`config.mk`:
```
export PLATFORM = sky130hd
export DESIGN_NAME = osc_snapshot_sync_flat
export DESIGN_NICKNAME = d
export VERILOG_FILES = /design/src/rtl/osc_snapshot_sync_if.sv /design/src/rtl/osc_snapshot_sync.sv /design/src/flat_wrapper.sv
export SDC_FILE = /design/constraint.sdc
export NUM_CORES = 1
export LEC_CHECK = 0
export ABC_AREA = 1
export CAP_MARGIN = 10
export CORE_MARGIN = 4
export CORE_UTILIZATION = 38
export CTS_BUF_LIST = sky130_fd_sc_hd__clkbuf_4
export DETAILED_ROUTE_END_ITERATION = 12
export PLACE_DENSITY = 0.84
export RECOVER_POWER = 50
export SLEW_MARGIN = 20
export SYNTH_ARGS = -nofsm -noshare
export SYNTH_HDL_FRONTEND = slang
export SYNTH_SLANG_ARGS = --single-unit
```
`constraint.sdc`:
```
create_clock -name osc_clk -period 1.7 [get_ports osc_clk]
set_input_delay 0.17 -clock osc_clk [delete_from_list [all_inputs] [get_ports osc_clk]]
set_output_delay 0.17 -clock osc_clk [all_outputs]
set_load 0.02 [all_outputs]
```
`src/rtl/osc_snapshot_sync_if.sv`:
```
// Snapshot handshake bundle between osc_snapshot_sync (slave) and its requester (master).
// The DELTA signal exists only when OSC_SNAP_DELTA_EN is defined.
interface osc_snapshot_sync_if #(
   parameter int COUNTER_LENGTH = 128
);
   logic                      REQ;
   logic                      ACK;
   logic                      BUSY;
   logic [COUNTER_LENGTH-1:0] SNAP;
   logic [7:0]                SNAP_SEQ;
`ifdef OSC_SNAP_DELTA_EN
   logic [COUNTER_LENGTH-1:0] DELTA;

   modport master (output REQ, input ACK, input BUSY, input SNAP, input SNAP_SEQ, input DELTA);
   modport slave  (input REQ, output ACK, output BUSY, output SNAP, output SNAP_SEQ, output DELTA);
`else
   modport master (output REQ, input ACK, input BUSY, input SNAP, input SNAP_SEQ);
   modport slave  (input REQ, output ACK, output BUSY, output SNAP, output SNAP_SEQ);
`endif
endinterface

```
`src/rtl/osc_snapshot_sync.sv`:
```
// Captures the oscillator counter on a synchronized four-phase REQ/ACK handshake.
// Optional macro OSC_SNAP_DELTA_EN adds DELTA = COUNT minus the previous snapshot.
module osc_snapshot_sync #(
   parameter int COUNTER_LENGTH = 128,
   parameter int SYNC_STAGES    = 2
) (
   input  logic                      osc_clk,
   input  logic                      RESET,
   input  logic [COUNTER_LENGTH-1:0] COUNT,
   osc_snapshot_sync_if.slave        bus
);

   typedef enum logic {
      IDLE = 1'b0,
      HOLD = 1'b1
   } state_t;

   state_t                    state_reg;
   state_t                    state_next;
   logic [SYNC_STAGES-1:0]    sync_reg;
   logic                      req_s;
   logic                      ack_reg;
   logic                      ack_next;
   logic                      busy_reg;
   logic                      busy_next;
   logic [COUNTER_LENGTH-1:0] snap_reg;
   logic [COUNTER_LENGTH-1:0] snap_next;
   logic [7:0]                seq_reg;
   logic [7:0]                seq_next;

   // REQ arrives from another clock domain; only req_s may be used by the FSM.
   always_ff @(posedge osc_clk) begin
      if (RESET) begin
         sync_reg[0] <= 1'b0;
      end else begin
         sync_reg[0] <= bus.REQ;
      end
   end

   genvar gi;
   generate
      for (gi = 1; gi < SYNC_STAGES; gi = gi + 1) begin : g_sync
         always_ff @(posedge osc_clk) begin
            if (RESET) begin
               sync_reg[gi] <= 1'b0;
            end else begin
               sync_reg[gi] <= sync_reg[gi-1];
            end
         end
      end
   endgenerate

   assign req_s = sync_reg[SYNC_STAGES-1];

`ifdef OSC_SNAP_DELTA_EN
   logic [COUNTER_LENGTH-1:0] delta_reg;
   logic [COUNTER_LENGTH-1:0] delta_next;
`endif

   always_ff @(posedge osc_clk) begin
      if (RESET) begin
         state_reg <= IDLE;
         ack_reg   <= 1'b0;
         busy_reg  <= 1'b0;
         snap_reg  <= '0;
         seq_reg   <= 8'd0;
`ifdef OSC_SNAP_DELTA_EN
         delta_reg <= '0;
`endif
      end else begin
         state_reg <= state_next;
         ack_reg   <= ack_next;
         busy_reg  <= busy_next;
         snap_reg  <= snap_next;
         seq_reg   <= seq_next;
`ifdef OSC_SNAP_DELTA_EN
         delta_reg <= delta_next;
`endif
      end
   end

   // A capture needs a rising req_s seen from IDLE; HOLD freezes every output register.
   always_comb begin
      state_next = state_reg;
      ack_next   = ack_reg;
      busy_next  = busy_reg;
      snap_next  = snap_reg;
      seq_next   = seq_reg;
`ifdef OSC_SNAP_DELTA_EN
      delta_next = delta_reg;
`endif
      case (state_reg)
         IDLE: begin
            if (req_s) begin
               snap_next  = COUNT;
               seq_next   = seq_reg + 8'd1;
               ack_next   = 1'b1;
               busy_next  = 1'b1;
               state_next = HOLD;
`ifdef OSC_SNAP_DELTA_EN
               delta_next = COUNT - snap_reg;
`endif
            end
         end
         HOLD: begin
            if (!req_s) begin
               ack_next   = 1'b0;
               busy_next  = 1'b0;
               state_next = IDLE;
            end
         end
         default: begin
            state_next = IDLE;
         end
      endcase
   end

   assign bus.ACK      = ack_reg;
   assign bus.BUSY     = busy_reg;
   assign bus.SNAP     = snap_reg;
   assign bus.SNAP_SEQ = seq_reg;
`ifdef OSC_SNAP_DELTA_EN
   assign bus.DELTA    = delta_reg;
`endif

endmodule

```
`src/flat_wrapper.sv`:
```
// flat-port wrapper written by rule: the top's interface ports become plain ports
module osc_snapshot_sync_flat 
#(
   parameter int COUNTER_LENGTH = 128,
   parameter int SYNC_STAGES    = 2
)
  (osc_clk, RESET, COUNT, bus_REQ, bus_ACK, bus_BUSY, bus_SNAP, bus_SNAP_SEQ);
  osc_snapshot_sync_if #(.COUNTER_LENGTH(COUNTER_LENGTH)) bus_i ();
  input  logic osc_clk;
  input  logic RESET;
  input  logic [COUNTER_LENGTH-1:0] COUNT;
  input wire logic [$bits(bus_i.REQ)-1:0] bus_REQ;
  output wire logic [$bits(bus_i.ACK)-1:0] bus_ACK;
  output wire logic [$bits(bus_i.BUSY)-1:0] bus_BUSY;
  output wire logic [$bits(bus_i.SNAP)-1:0] bus_SNAP;
  output wire logic [$bits(bus_i.SNAP_SEQ)-1:0] bus_SNAP_SEQ;
  assign bus_i.REQ = bus_REQ;
  assign bus_ACK = bus_i.ACK;
  assign bus_BUSY = bus_i.BUSY;
  assign bus_SNAP = bus_i.SNAP;
  assign bus_SNAP_SEQ = bus_i.SNAP_SEQ;
  osc_snapshot_sync #(.COUNTER_LENGTH(COUNTER_LENGTH), .SYNC_STAGES(SYNC_STAGES)) u_core (.osc_clk(osc_clk), .RESET(RESET), .COUNT(COUNT), .bus(bus_i));
endmodule
```
==> results of run 1 <==
-- cell families after synthesis --
family	after synthesis	synth area share [%]
adders and majority gates	2	0.495
and+or+nand+nor	286	22.6
DFF	140	55.4
AOI/OAI and AO/OA	137	13.6
buffers and inverters	55	7.91
-- final cells by class --
cell class | count | area, um^2 | area share [%]
multi-input combinational | 425 | 1840 | 23.9
inverter | 11 | 46.3 | 0.602
clock inverter | 14 | 151 | 1.97
timing repair buffer | 275 | 2490 | 32.5
sequential | 140 | 2800 | 36.5
antenna | 1 | 2.50 | 0.0326
tap | 172 | 215 | 2.80
clock buffer | 18 | 135 | 1.76
-- where the power goes --
part	total (uW)	switching, uW	internal, uW
logic	1030	538	495
clock network	2170	1160	1010
registers	3520	75.7	3440
-- final timing paths --
kind	from	to	slack, ps	cells after the start
setup / recovery	u_core.bus.SNAP_SEQ[5]$_SDFFE_PP0P_	bus_SNAP_SEQ[5]	210	1
hold / removal	bus_REQ	u_core.sync_reg[0]$_SDFF_PP0_	150	3
setup reg to reg	u_core.state_reg$_SDFF_PP0_	u_core.bus.SNAP[3]$_SDFFE_PP0P_	240	6
hold reg to reg	u_core.sync_reg[0]$_SDFF_PP0_	u_core.req_s$_SDFF_PP0_	420	2
-- cell usage after synthesis, drive strengths merged --
| master | number | area share (%) |
|---|---|---|
| nor2 | 271 | 21 |
| ha | 2 | 0.49 |
| clkbuf | 20 | 1.5 |
| nand2 | 9 | 0.72 |
| inv | 11 | 0.92 |
| o21ai | 131 | 13 |
| dfxtp | 140 | 55 |
| buf | 24 | 5.5 |
| nand3 | 4 | 0.40 |
| nor3 | 1 | 0.099 |
| a21oi | 6 | 0.59 |
| nand4 | 1 | 0.12 |
-- repair_timing --
action                     4_1_cts  5_1_grt
buffers inserted                 0        0
setup endpoints to repair      113       25
pin swaps                        0        0
resized for setup              113       25
-- metrics by stage --
step	instance area, um^2	hold WS (ps)	util, %	power (uW)
2_1_floorplan	5060	241	-	4080
3_3_place_gp	7740	397	60.4	4750
3_5_place_dp	7740	398	60.4	4770
4_1_cts	7890	91.2	61.5	6870
5_1_grt	7690	92.0	59.9	7070
6_report	7690	152	59.9	6730
-- routing by layer --
metal,up-vias,track usage (%),share of wire (%),wire length (um)
met5,-,0,0,0
met4,0,7.40,1.4,210
li1,2487,-,-,-
met3,15,10.7,14,2150
met1,2228,21.5,39,5960
met2,234,30.2,46,6990
==> impl_metrics.ini, run 1 <==
[synth]
ys_ff_latch = 140
yosysWarnings = 0
seq_area_frac_synth_pct = 55.4
synthDistinctLibCells = 22
syn-cell-area_um2 = 5060
syn_inst = 620
synthesis.nets = 753
syn_area_per_cell_um2 = 8.16

[cells_and_area]
fillers = 1217
final_cells = 1056
layout.nets = 1003
final_common_cell = nor2_1
mostFrequentLayoutCells = nor2_1 (258), dfxtp_1 (140), clkdlybuf4s50_1 (129)
drive_gt1_share_pct = 5.66
largest_reg_flops = 128
area_growth_syn_to_layout_pct = 51.9

[floorplanning]
core_um2 = 12800
initial_core_util_pct = 39.4
die_w_um = 123
dieArea_um2 = 15200
dieHeight_um = 123
io_pins = 269
rows = 41

[sta]
maxSlewHeadroom_pct = 67.0
fin_ws_ps = 207
fmaxAchievable_mhz = 670
rsz0062_at_grt = false
hold_viol = 0
period_share_pct = 87.8
drv_slew = 0
period_minus_slack_ps = 1490
setup_viol = 0
skew_ps = 12.2
tns_ps = 0
worst_pin_slew_ps = 494

[place]
io_buffers = 268
gp_congestion = 0.771
dp.cells = 1023
dp_slack_ps = 236
dp_hpwl_um = 10800

[clock_tree]
cts_made_buffers = 17
cts_sinks = 140
cts_tree = done
htree_levels = 4
path_clk_slew_ps = 120
hold_buffers = 0
cts-root-buf = clkbuf_4
clock_path_buffers = 2
insertion_delay_ps = 520

[critical_path]
required_ps = 1530
worst_path_dominant_cell_family = flip-flops
cp-end-kind = output port
arrival_ps = 1320
slowest_stage = dfxtp_1
critPathMaxFanout = 6
critPathMaxStageDelay_ps = 440
path_cells = dlygate4sd2_1
crit_path_start_kind = flop
cp_num_buf_inv = 1
crit_type = reg2out

[detailed_routing]
dr.first_iter.drc_count = 335
antenna_left = 0
vias = 4964
drt_wl_total_um = 15300
post-route-drc-count = 0
detail_route.wl_per_cell_um = 14.5
first_pass_iters = 4
viasPerCell = 4.70

[job]
max_cap_viol_count = 0

[grt]
gr-total-overflow = 0
track_usage_pct = 19.1
grt_pass1_vias = 4716
grt_pass1_wl_um = 22800
antenna_found_initial = 1
grt_max_degree = 72

[power]
p_per_area_nw_per_um2 = 875
vdd_ir_drop_max_uv = 626
p_leak_uw = 0.00370

[worst_hold_path]
hold_class = in2reg

[run_status]
status = complete, no violations
Power figures use the tool's default switching activity.
==> run 2, diff against run 1 <==
--- a/config.mk
+++ b/config.mk
@@ -11,6 +11,7 @@
 export CORE_UTILIZATION = 38
 export CTS_BUF_LIST = sky130_fd_sc_hd__clkbuf_4
 export DETAILED_ROUTE_END_ITERATION = 12
+export GPL_TIMING_DRIVEN = 1
 export PLACE_DENSITY = 0.84
 export RECOVER_POWER = 50
 export SLEW_MARGIN = 20
==> results of run 2 <==
Final layout, timing and power as in run 1 (identical DEF).
==> run 3, diff against run 2 <==
--- a/config.mk
+++ b/config.mk
@@ -7,7 +7,7 @@
 export LEC_CHECK = 0
 export ABC_AREA = 1
 export CAP_MARGIN = 10
-export CORE_MARGIN = 4
+export CORE_MARGIN = 8
 export CORE_UTILIZATION = 38
 export CTS_BUF_LIST = sky130_fd_sc_hd__clkbuf_4
 export DETAILED_ROUTE_END_ITERATION = 12
==> run 3 against run 2 <==
  * Total power is 2.8% higher
  * Die area is 13% higher
  * Fmax is 3.3% lower
  * Sequential share of layout area is 0.78 points lower
  * Wire length is 6.5% higher
  * Core utilization is 0.14 points lower
  * Sequential power hardly changed
  * Clock power is 7% higher
  * Clock skew hardly changed
  * First-iteration DRC count is 22% lower
  * Via count is 0.48% higher
==> impl_metrics.ini, run 3 (synthesis results as in run 1) <==
[run_status]
status = complete, no violations

[cells_and_area]
fillers = 1218
mostFrequentLayoutCells = nor2_1 (252), dfxtp_1 (140), clkdlybuf4s50_1 (129)
final_common_cell = nor2_1
area_growth_syn_to_layout_pct = 55.3
post-route-util_pct = 59.8
num_antenna_cells = 0
seq_area_um2 = 2800
largest_reg_flops = 128
drive_gt1_share_pct = 6.88
stdcell_area_um2 = 7860
multi_input_area_um2 = 1850
layout.nets = 1006

[floorplanning]
rows = 42
die_w_um = 131
io_pins = 269
dieHeight_um = 131
dieArea_um2 = 17300
core_um2 = 13100
initial_core_util_pct = 38.5

[sta]
period_minus_slack_ps = 1540
rsz0062_at_grt = false
hold_viol = 0
period_share_pct = 90.8
setup_viol = 0
drv_slew = 0
fmaxAchievable_mhz = 648
worst_pin_slew_ps = 512
tns_ps = 0
maxSlewHeadroom_pct = 65.9
skew_ps = 11.9

[power]
p_leak_uw = 0.00384
power_uw = 6910
p_per_area_nw_per_um2 = 880
vdd_ir_drop_max_uv = 629

[clock_tree]
path_clk_slew_ps = 110
cts_tree = done
hold_buffers = 0
cts_made_buffers = 17
htree_levels = 4
insertion_delay_ps = 510
post_cts.repair.setup_buffers = 0
cts-root-buf = clkbuf_4
clock_path_buffers = 2
cts_sinks = 140

[detailed_routing]
detail_route.wl_per_cell_um = 15.3
dr.first_iter.drc_count = 260
drt_wl_total_um = 16300
post-route-drc-count = 0
vias = 4988
antenna_left = 0
viasPerCell = 4.70
first_pass_iters = 4

[critical_path]
crit_path_start_kind = flop
cp-end-kind = flop
worst_path_dominant_cell_family = buffers and inverters
path_cells = ha_4 > buf_4 > o21ai_0 > nor2_1
critPathMaxFanout = 57
arrival_ps = 2000
reg2reg_slack_ps = 160
critPathMaxStageDelay_ps = 470
required_ps = 2150
crit_type = reg2reg
slowest_stage = buf_4
cp_num_buf_inv = 1

[place]
gp_congestion = 0.767
dp_hpwl_um = 12000
io_buffers = 268
placedInstanceArea_um2 = 7790

[grt]
grt_max_degree = 75
grt_pass1_wl_um = 25800
track_usage_pct = 18.3
grt_pass1_vias = 4918
gr-total-overflow = 0
antenna_found_initial = 0

[job]
max_cap_viol_count = 0

[worst_hold_path]
hold_class = in2reg
run 3: cell count changes in the layout (fill, tap and decap cells not counted), moves of 2 or more:
cell,before,now
nor2_2,13,19
clkinv_1,5,3
dlygate4sd2_1,113,127
buf_12,4,7
clkbuf_1,25,11
clkinv_2,2,4
nor2_1,258,252
run 3: worst register-to-register path: stages, from the launching register on:
cell and delay [ps]:
dfxtp_1 400, ha_4 280, buf_4 470, o21ai_0 220
nor2_1 120
run 3: area by class of cell:
class,instances,share of cell area [%]
Timing Repair Buffer,278,33.4
Clock buffer,18,1.72
Clock inverter,14,2.25
Sequential cell,140,35.7
Multi-Input combinational cell,425,23.6
Inverter,11,0.589
Tap cell,176,2.80
run 3: power breakdown:
| part | internal, uW | total (uW) | switching [uW] |
|---|---|---|---|
| combinational | 515 | 1070 | 550 |
| clock | 1160 | 2330 | 1170 |
| sequential | 3440 | 3520 | 73.2 |
| total | 5120 | 6910 | 1790 |
run 3: final timing paths:
check	from	endpoint	cells after the start
setup / recovery	u_core.req_s$_SDFF_PP0_	u_core.bus.SNAP[6]$_SDFFE_PP0P_	4
hold / removal	bus_REQ	u_core.sync_reg[0]$_SDFF_PP0_	3
setup reg to reg	u_core.req_s$_SDFF_PP0_	u_core.bus.SNAP[6]$_SDFFE_PP0P_	4
hold reg to reg	u_core.sync_reg[0]$_SDFF_PP0_	u_core.req_s$_SDFF_PP0_	2
run 3: through the flow:
step | hold slack (ps) | instances | setup WS, ps
4_1_cts | 108 | 1062 | 0.597
3_3_place_gp | 391 | 1030 | 243
2_1_floorplan | 241 | 620 | 418
6_report | 175 | 1062 | 157
3_5_place_dp | 405 | 1030 | 197
5_1_grt | 114 | 1062 | 19.7
run 3: layer usage:
layer	GRT usage (%)	vias to the layer above	share of wire, %
met5	0	-	0
met4	6.70	0	2.1
met3	11.3	25	13
met2	27.5	238	43
met1	20.8	2236	42
li1	-	2489	-
run 3: repair_timing:
item,in CTS,in global routing
endpoints found under the hold margin,0,0
resized for setup,127,11
endpoints found under the setup margin,127,11
